[src/rtl/riscv_exec_pipe_if.sv]
// riscv_exec_pipe_if: instruction-in / result-out handshake bundle for the exec pipe.
// Latency: none, wires only.
// Backpressure: in_valid/in_ready upstream, out_valid/out_ready downstream.
interface riscv_exec_pipe_if #(
    parameter int XLEN = 32
);
    logic            in_valid;
    logic            in_ready;
    logic [31:0]     instr;
    logic            out_valid;
    logic            out_ready;
    logic [XLEN-1:0] alu_result;
    logic            zero_flag;
    logic            bt;
    logic            illegal;
    logic [4:0]      rd_out;

    // Fetch / retire side
    modport master (
        output in_valid, instr, out_ready,
        input  in_ready, out_valid, alu_result, zero_flag, bt, illegal, rd_out
    );

    // Pipeline side
    modport slave (
        input  in_valid, instr, out_ready,
        output in_ready, out_valid, alu_result, zero_flag, bt, illegal, rd_out
    );
endinterface

[src/rtl/riscv_exec_pipe.sv]
// riscv_exec_pipe: two-stage RV-subset decode/execute with register writeback and operand bypass.
// Latency: instr accepted at edge N is presented on the outputs after edge N+1; 1 instr/clk sustained.
// Backpressure: S2 holds while out_ready is low, S1 stalls behind it and in_ready drops when both are full.
module riscv_exec_pipe #(
    parameter int XLEN       = 32,
    parameter int NREGS      = 32,
    parameter bit SIGNED_CMP = 1'b1
) (
    input  logic             clk,
    input  logic             reset,
    riscv_exec_pipe_if.slave bus
);
    localparam int RW = (NREGS > 1) ? $clog2(NREGS) : 1;

    localparam logic [6:0] OP_R = 7'b0110011;
    localparam logic [6:0] OP_I = 7'b0010011;
    localparam logic [6:0] OP_B = 7'b1100011;

    typedef enum logic [1:0] {K_R, K_I, K_B} kind_t;

    // Architectural register file; x0 is never written, reads of x0 are forced to 0
    logic [XLEN-1:0] regs [NREGS];

    // Decode fields of the instruction being offered
    logic [6:0]      opcode;
    logic [2:0]      f3;
    logic [4:0]      rs1, rs2, rd;
    logic [XLEN-1:0] imm_x;

    assign opcode = bus.instr[6:0];
    assign f3     = bus.instr[14:12];
    assign rs1    = bus.instr[19:15];
    assign rs2    = bus.instr[24:20];
    assign rd     = bus.instr[11:7];
    assign imm_x  = XLEN'($signed(bus.instr[31:20]));

    function automatic logic idx_bad(input logic [4:0] idx);
        return int'(idx) >= NREGS;
    endfunction

    // Stage 1 state (decoded, operands resolved)
    logic            s1_valid;
    kind_t           s1_kind;
    logic [2:0]      s1_f3;
    logic [4:0]      s1_rd;
    logic            s1_illegal;
    logic [XLEN-1:0] s1_a, s1_b;

    // Stage 2 state (registered results)
    logic            s2_valid;
    logic [XLEN-1:0] s2_result;
    logic            s2_zero, s2_bt, s2_illegal;
    logic [4:0]      s2_rd;

    logic            s1_advance, s1_wen, accept;
    logic [XLEN-1:0] ex_result;
    logic            ex_zero, ex_bt;
    logic            cmp_lt, cmp_gt;

    kind_t           dec_kind;
    logic            dec_illegal;
    logic [XLEN-1:0] reg_a, reg_b, op_a, op_b;

    assign s1_advance = s1_valid && (!s2_valid || bus.out_ready);
    assign bus.in_ready = !s1_valid || s1_advance;
    assign accept     = bus.in_valid && bus.in_ready;
    assign s1_wen     = s1_valid && !s1_illegal && (s1_kind != K_B) && (s1_rd != 5'd0);

    // Classify the offered instruction; only register fields the format uses are range-checked
    always_comb begin
        dec_kind    = K_R;
        dec_illegal = 1'b1;
        case (opcode)
            OP_R: begin
                dec_kind    = K_R;
                dec_illegal = (f3 > 3'd4) || idx_bad(rs1) || idx_bad(rs2) || idx_bad(rd);
            end
            OP_I: begin
                dec_kind    = K_I;
                dec_illegal = (f3 > 3'd1) || idx_bad(rs1) || idx_bad(rd);
            end
            OP_B: begin
                dec_kind    = K_B;
                dec_illegal = (f3 > 3'd3) || idx_bad(rs1) || idx_bad(rs2);
            end
            default: begin
                dec_kind    = K_R;
                dec_illegal = 1'b1;
            end
        endcase
    end

    // Operand fetch; a writer leaving S1 on this same edge overrides the stale register value
    always_comb begin
        reg_a = (rs1 == 5'd0) ? '0 : regs[rs1[RW-1:0]];
        reg_b = (rs2 == 5'd0) ? '0 : regs[rs2[RW-1:0]];
        op_a  = (s1_advance && s1_wen && (s1_rd == rs1)) ? ex_result : reg_a;
        op_b  = (s1_advance && s1_wen && (s1_rd == rs2)) ? ex_result : reg_b;
        if (dec_kind == K_I) begin
            op_b = imm_x;
        end
    end

    assign cmp_lt = SIGNED_CMP ? ($signed(s1_a) < $signed(s1_b)) : (s1_a < s1_b);
    assign cmp_gt = SIGNED_CMP ? ($signed(s1_a) > $signed(s1_b)) : (s1_a > s1_b);

    // Execute on S1 contents; illegal instructions produce all-zero results
    always_comb begin
        ex_result = '0;
        ex_zero   = 1'b0;
        ex_bt     = 1'b0;
        if (!s1_illegal) begin
            case (s1_kind)
                K_R: begin
                    case (s1_f3)
                        3'd0:    ex_result = s1_a + s1_b;
                        3'd1:    ex_result = s1_a - s1_b;
                        3'd2:    ex_result = s1_a | s1_b;
                        3'd3:    ex_result = s1_a & s1_b;
                        default: ex_result = s1_a ^ s1_b;
                    endcase
                end
                K_I: ex_result = (s1_f3 == 3'd0) ? (s1_a + s1_b) : (s1_a - s1_b);
                default: begin
                    ex_result = s1_a - s1_b;
                    case (s1_f3)
                        3'd0:    ex_bt = (s1_a == s1_b);
                        3'd1:    ex_bt = (s1_a != s1_b);
                        3'd2:    ex_bt = cmp_lt;
                        default: ex_bt = cmp_gt;
                    endcase
                end
            endcase
            ex_zero = (ex_result == '0);
        end
    end

    // S1 register: refills whenever it is empty or handing its instr to S2
    always_ff @(posedge clk or negedge reset) begin
        if (!reset) begin
            s1_valid   <= 1'b0;
            s1_kind    <= K_R;
            s1_f3      <= 3'd0;
            s1_rd      <= 5'd0;
            s1_illegal <= 1'b0;
            s1_a       <= '0;
            s1_b       <= '0;
        end else begin
            if (bus.in_ready) begin
                s1_valid <= bus.in_valid;
            end
            if (accept) begin
                s1_kind    <= dec_kind;
                s1_f3      <= f3;
                s1_rd      <= rd;
                s1_illegal <= dec_illegal;
                s1_a       <= op_a;
                s1_b       <= op_b;
            end
        end
    end

    // S2 register: result fields only change on a transfer so they hold steady under backpressure
    always_ff @(posedge clk or negedge reset) begin
        if (!reset) begin
            s2_valid   <= 1'b0;
            s2_result  <= '0;
            s2_zero    <= 1'b0;
            s2_bt      <= 1'b0;
            s2_illegal <= 1'b0;
            s2_rd      <= 5'd0;
        end else begin
            if (!s2_valid || bus.out_ready) begin
                s2_valid <= s1_valid;
            end
            if (s1_advance) begin
                s2_result  <= ex_result;
                s2_zero    <= ex_zero;
                s2_bt      <= ex_bt;
                s2_illegal <= s1_illegal;
                s2_rd      <= s1_rd;
            end
        end
    end

    // Writeback at the S1->S2 transfer edge; reset restores x[i] = i
    always_ff @(posedge clk or negedge reset) begin
        if (!reset) begin
            for (int i = 0; i < NREGS; i++) begin
                regs[i] <= XLEN'(i);
            end
        end else if (s1_advance && s1_wen) begin
            regs[s1_rd[RW-1:0]] <= ex_result;
        end
    end

    assign bus.out_valid  = s2_valid;
    assign bus.alu_result = s2_result;
    assign bus.zero_flag  = s2_zero;
    assign bus.bt         = s2_bt;
    assign bus.illegal    = s2_illegal;
    assign bus.rd_out     = s2_rd;
endmodule

[src/flat_wrapper.sv]
// flat-port wrapper written by rule: the top's interface ports become plain ports
module riscv_exec_pipe_flat 
#(
    parameter int XLEN       = 32,
    parameter int NREGS      = 32,
    parameter bit SIGNED_CMP = 1'b1
)
  (clk, reset, bus_in_valid, bus_instr, bus_out_ready, bus_in_ready, bus_out_valid, bus_alu_result, bus_zero_flag, bus_bt, bus_illegal, bus_rd_out);
  riscv_exec_pipe_if #(.XLEN(XLEN)) bus_i ();
  input  logic clk;
  input  logic reset;
  input wire logic [$bits(bus_i.in_valid)-1:0] bus_in_valid;
  input wire logic [$bits(bus_i.instr)-1:0] bus_instr;
  input wire logic [$bits(bus_i.out_ready)-1:0] bus_out_ready;
  output wire logic [$bits(bus_i.in_ready)-1:0] bus_in_ready;
  output wire logic [$bits(bus_i.out_valid)-1:0] bus_out_valid;
  output wire logic [$bits(bus_i.alu_result)-1:0] bus_alu_result;
  output wire logic [$bits(bus_i.zero_flag)-1:0] bus_zero_flag;
  output wire logic [$bits(bus_i.bt)-1:0] bus_bt;
  output wire logic [$bits(bus_i.illegal)-1:0] bus_illegal;
  output wire logic [$bits(bus_i.rd_out)-1:0] bus_rd_out;
  assign bus_i.in_valid = bus_in_valid;
  assign bus_i.instr = bus_instr;
  assign bus_i.out_ready = bus_out_ready;
  assign bus_in_ready = bus_i.in_ready;
  assign bus_out_valid = bus_i.out_valid;
  assign bus_alu_result = bus_i.alu_result;
  assign bus_zero_flag = bus_i.zero_flag;
  assign bus_bt = bus_i.bt;
  assign bus_illegal = bus_i.illegal;
  assign bus_rd_out = bus_i.rd_out;
  riscv_exec_pipe #(.XLEN(XLEN), .NREGS(NREGS), .SIGNED_CMP(SIGNED_CMP)) u_core (.clk(clk), .reset(reset), .bus(bus_i));
endmodule
[config.mk]
export PLATFORM = sky130hd
export DESIGN_NAME = riscv_exec_pipe_flat
export DESIGN_NICKNAME = d
export VERILOG_FILES = /design/src/rtl/riscv_exec_pipe_if.sv /design/src/rtl/riscv_exec_pipe.sv /design/src/flat_wrapper.sv
export SDC_FILE = /design/constraint.sdc
export NUM_CORES = 2
export LEC_CHECK = 0
export CAP_MARGIN = 30
export CORE_AREA = 2 2 333 335
export CTS_CLUSTER_SIZE = 10
export DETAILED_ROUTE_END_ITERATION = 8
export DIE_AREA = 0 0 335 337
export PLACE_DENSITY_LB_ADDON = 0.25
export SETUP_SLACK_MARGIN = 0.5
export SLEW_MARGIN = 5
export SYNTH_ARGS = -nofsm -noshare
export SYNTH_HDL_FRONTEND = slang
export SYNTH_SLANG_ARGS = --single-unit
[constraint.sdc]
create_clock -name clk -period 4.3 [get_ports clk]
set_clock_uncertainty 0.05 [all_clocks]
set_input_delay 0.86 -clock clk [delete_from_list [all_inputs] [get_ports clk]]
set_output_delay 0.86 -clock clk [all_outputs]
set_load 0.02 [all_outputs]
Word level (Yosys, flattened, before mapping) --
Index checks and enable logic that the tools add are counted.
Word-level totals: word-level logic and storage cells 121, input bits 36, register bits after elaboration 1141, output and inout port bits 42
Cells by class: reductions and logical operators 21, bitwise gates (word level) 6, order comparisons 9, add/sub/neg operators 2, equality and inequality tests 13, mux-type cells 25
Operators with widths (number):
- bitwise mux 1024 bit | 1
- two-way mux 32 bit | 13
- binary-select mux 32 bit (select 5 bit) | 2
- demux 32 bit (select 5 bit) | 1
- case mux 32 bit (4 select lines) | 1
- case mux 32 bit (2 select lines) | 1
- adder 32 bit | 1
- bitwise AND 32 bit | 1
- equality test 32 bit | 1
- > comparator 32 bit | 1
- logical NOT 32 bit | 1
- less-than comparator 32 bit | 1
- != test 32 bit | 1
- bitwise OR 32 bit | 1
- subtractor 32 bit | 1
- bitwise XOR 32 bit | 1
- >= comparator 6 bit (second input constant) | 3
- inverter 5 -> 6 bit | 3
- equality test 5 bit | 2
- logical NOT 5 bit | 2
- logical AND 1 bit | 9
- equality test 7 x 5 -> 1 bit (second input constant) | 1
- equality test 7 x 6 -> 1 bit (second input constant) | 1
- equality test 7 bit (second input constant) | 1
- other kinds (17) | 25

Logic depth before layout (Yosys ltp) --
depth in word-level cells 8, depth in mapped cells 17, depth with buffers taken out 15

Worst setup path after synthesis --
Ideal clock, no wire load.
kind reg2reg, start point register u_core.s1_b[0], end point register u_core.regs[214] (netlist bit), path buffers 1, clock period less this slack 3.539 ns, arrival 3.407 ns, path slack 0.761 ns, required time 4.167 ns, library setup time 0.083 ns, cell stages (with the launch flop) 14, cells stage by stage dfrtp_1 > ha_1 > fa_1 > o21ba_2 > or4_4 > a21oi_2 > o211ai_2 > a41oi_1 > nor2_2 > mux2i_1 > o41a_1 > or2_4 > buf_2 > o21ai_0
Between the ends: word-level cells in the longest chain between the ends 6, elaborated cells on any way between the ends 8, those cells by class add/sub: 2; mux: 6
RTL lines:
- from (decl) | line riscv_exec_pipe.sv:47 | logic [XLEN-1:0] s1_a, s1_b;
- from (signal assigned) | line riscv_exec_pipe.sv:158 | s1_b <= op_b;
- subtractor 32 bit or adder 32 bit (tied branches)
- case mux 32 bit (4 select lines) or two-way mux 32 bit (tied branches) | line riscv_exec_pipe.sv:115, riscv_exec_pipe.sv:123
- case mux 32 bit (2 select lines) * | line riscv_exec_pipe.sv:113 | case (s1_kind)
- two-way mux 32 bit * (2 in a row) | line riscv_exec_pipe.sv:112 | if (!s1_illegal) begin
- bitwise mux 1024 bit * | line riscv_exec_pipe.sv:193 | regs[s1_rd[RW-1:0]] <= ex_result;
- to (signal, indexed assignment) | line riscv_exec_pipe.sv:190 | regs[i] <= XLEN'(i);
- to (signal, indexed assignment) | line riscv_exec_pipe.sv:193
- to (decl) | line riscv_exec_pipe.sv:22 | logic [XLEN-1:0] regs [NREGS];
Every way passes the cells marked *; elsewhere a longest branch is shown, timed or not. The select of a mux whose other input is x is not followed. A chain may end at the register's enable or synchronous reset.

Final worst setup path --
start point register u_core.s1_a[0], end point register u_core.s1_b[6]
Between the ends: word-level cells in the longest chain between the ends 7, elaborated cells on any way between the ends 9, those cells by class add/sub: 2; mux: 7
RTL lines:
- from (decl) | line riscv_exec_pipe.sv:47
- from (signal assigned) | line riscv_exec_pipe.sv:157 | s1_a <= op_a;
- subtractor 32 bit or adder 32 bit (tied branches)
- case mux 32 bit (4 select lines) or two-way mux 32 bit (tied branches) | line riscv_exec_pipe.sv:115, riscv_exec_pipe.sv:123
- case mux 32 bit (2 select lines) * | line riscv_exec_pipe.sv:113
- two-way mux 32 bit * (2 in a row) | line riscv_exec_pipe.sv:112
- two-way mux 32 bit * | line riscv_exec_pipe.sv:98 | op_b = (s1_advance && s1_wen && (s1_rd == rs2)) ? ex_result : reg_b;
- two-way mux 32 bit * | line riscv_exec_pipe.sv:99 | if (dec_kind == K_I) begin
Marked as above.

==> out/metrics.cfg <==
[outcome]
status=finished, final reports clean

[floorplan]
fp.dieH_um=337
start_util_pct=59.34
io_pins=78
core_um2=109600
num_rows=122
die-area_um2=112900
chipWidth_um=335

[placed_design]
gp_congestion=1.056
post-dp-hpwl_mm=160.3
dp.cells=8045
io_buffers=77

[logic_synthesis]
async_reset_ff_share_pct=100.0
ys_types=96
synth.avg_cell_area_um2=9.583
ys_ff_latch=1141
synthesis.area_um2=65040
yosysWarnings=0
syn-instance-count=6787
syn_nets=6931
synth_edf_count=0
yosysSeqAreaShare_pct=44.05
synthFlopType=dfrtp_1

[min_path]
hp-class=input pin to asynchronous set/reset pin

[layout]
layout.nets=6950
area_growth_pct=15.45
final_cells=8299
n_fill_cell=8390
drive_gt1_share_pct=19.83

[grt]
grt_usage_pct=43.82
grt_pass1_wl_mm=364.3
antenna_found_initial=6
grt_max_degree=96
grt_pass1_vias=56170
overflow=0

[critical_path]
arrival_ns=4.48
r2r_cells=14
r2r_end=u_core.s1_b[6]$_DFFE_PN0P_
critPathMaxFanout=4
cpMaxStageDelayCell=nand2b_1
endpoint_kind=register
crit_chain=inv_1 -> ha_4 -> fa_2 -> o21ba_4 -> or4_4 -> nand2_1 -> xnor2_1 -> nand2_1 -> a21oi_1 -> o22ai_1 -> nand2b_1 -> o211ai_1 -> o21ai_0 -> o21ai_0
r2r_slack_ns=0.45
critical_path.max_stage_delay_ns=0.47
cpLargestDelayFamily=compound AO/OA/AOI/OAI gates
regToRegStartpoint=u_core.s1_a[0]$_DFFE_PN0P_
path_buf_inv=1
crit_type=register to register
critPathLaunchType=register
worstPathRequired_ns=4.93

[timing]
fin_crit_sh_pct=89.55
final-hold-violation-count=0
drv_slew=0
finalSetupViolCount=0
relSlewSlack_pct=24.51
max_slew.worst_pin.slew_ns=1.132
tns_ns=0
max_freq_ghz=0.2597
period_minus_slack_ns=3.850
rsz0062_at_grt=yes

[detailed_routing]
drc_errors=0
initialDrtViolationCount=7516
viasPerCell=6.969
ant_nets=0
vias=57838
drt_pass1_iterations=8
totalWireLength_mm=249.0
detail_route.wl_per_cell_um=30.00

[clocking]
clk_path_buf_depth=3
ctsHoldBuffers=0
tritoncts_num_sinks=1141
insertion_delay_ns=0.77
path_clk_slew_ns=0.06
cts_max_level=4
numCtsBuffers=136
cts_tree=done
cts.root.buffer_cell=clkbuf_16

[pwr]
max-vdd-ir-drop_v=0.0003394
total_power_uw=28020
power_leakage_uw=0.03191
power_density_nw_per_um2=373.1

[flow_run]
max_cap_viol_count=0

stage by stage:
stage	setup slack [ns]	hold WS, ns	utilization (%)	cell area, um^2
4_1_cts	0.4304	0.1204	67.55	74030
5_1_grt	0.3837	0.1638	68.50	75080
3_3_place_gp	0.07957	0.3278	63.59	69690
2_1_floorplan	0.7608	0.3913	-	65040
6_report	0.4495	0.1074	68.51	75090
3_5_place_dp	0.1356	0.3381	63.59	69690
worst reg2reg max path: cells and delay by family (launching register included):
family	cells	cell delay (ns)
xor+xnor	1	0.16
fa+ha+maj	2	0.54
simple gates	4	1.15
flops	1	0.34
compound gates	6	1.44
buf+inv	1	0.10
report_power, final:
part / internal (uW) / switching, uW
clock: 5930 / 4670
sequential: 10900 / 132
combinational: 2330 / 4080
worst max-delay path by stage:
| stage | start | endpoint | slack, ns | depth (start not counted) |
|---|---|---|---|---|
| final | u_core.s1_a[0]$_DFFE_PN0P_ | u_core.s1_b[6]$_DFFE_PN0P_ | 0.45 | 14 |
| after global routing | u_core.s1_a[0]$_DFFE_PN0P_ | u_core.bus.zero_flag$_DFFE_PN0P_ | 0.38 | 16 |
| after CTS | u_core.s1_a[1]$_DFFE_PN0P_ | u_core.bus.zero_flag$_DFFE_PN0P_ | 0.43 | 16 |
| after detailed placement | u_core.s1_b[3]$_DFFE_PN0P_ | u_core.regs[699]$_DFFE_PN0P_ | 0.14 | 15 |
| after global placement | u_core.s1_b[0]$_DFFE_PN0P_ | u_core.s1_b[12]$_DFFE_PN0P_ | 0.08 | 14 |
| after floorplan | u_core.s1_b[0]$_DFFE_PN0P_ | u_core.regs[214]$_DFFE_PN0P_ | 0.76 | 13 |
placed cells by master, fill, tap and decap left out, types with 139 or more instances in the layout:
cell type and n:
mux2i_1 360, a221oi_1 148, dfrtp_1 1055, a21oi_1 226
nand2_1 1323, buf_4 350, clkbuf_16 139, nor2_1 211
o21ai_0 1147, mux4_2 301
cells by family (layout without fill, tap and decap cells):
group | after synthesis | after routing | synth area share, %
compound gates | 2139 | 2139 | 19.52
simple gates | 1822 | 1822 | 11.36
flops | 1141 | 1141 | 44.05
buf+inv | 774 | 855 | 4.702
mux | 763 | 763 | 17.73
fa+ha+maj | 108 | 108 | 2.101
xor+xnor | 40 | 40 | 0.5387
other cells | 0 | 5 | 0
Yosys cell counts (89+ instances only):
| master | n | share of area, % |
|---|---|---|
| clkbuf_1 | 523 | 3.0 |
| a21oi_1 | 240 | 1.8 |
| nand2_1 | 1359 | 7.8 |
| o31ai_1 | 114 | 1.3 |
| mux2i_1 | 362 | 5.6 |
| dfrtp_1 | 1061 | 41 |
| ha_1 | 106 | 2.0 |
| buf_2 | 89 | 0.68 |
| o21ai_0 | 1232 | 9.5 |
| inv_1 | 106 | 0.61 |
| nor2_1 | 220 | 1.3 |
| mux4_2 | 301 | 10 |
| mux2_2 | 100 | 1.7 |
| a221oi_1 | 154 | 2.1 |
metal layers:
metal / GRT usage, % / share of wire, %
met5: 0 / 0.024
met4: 26.28 / 6.5
met3: 12.90 / 12
met2: 65.92 / 45
met1: 56.45 / 37
cell type report:
class	instances	area, um^2	area share (%)
multi-input combinational	4872	34590	46.07
clock inverter	19	342.8	0.4566
sequential	1141	28660	38.17
antenna	5	12.51	0.01666
timing repair buffer	545	5683	7.568
inverter	110	421.7	0.5615
tap	1426	1784	2.376
clock buffer	181	3592	4.784
sequential cells by signal (all words and copies together), names as in the netlist:
signal                 cells
u_core.bus.illegal         1
u_core.s1_valid            1
u_core.bus.bt              1
u_core.regs             1024
u_core.bus.out_valid       1
u_core.s1_kind             2
u_core.s1_a               32
u_core.s1_rd               5
u_core.s1_b               32
u_core.bus.alu_result     32
u_core.bus.rd_out          5
u_core.s1_f3               3
u_core.bus.zero_flag       1
u_core.s1_illegal          1
repair_timing:
item | in CTS | in global routing
pin swaps | 15 | 45
resized for setup | 64 | 236
endpoints found under the setup margin | 490 | 673
cloned | 0 | 4
endpoints found under the hold margin | 0 | 0
setup buffers | 12 | 30
(Power assumes the default switching activity.)
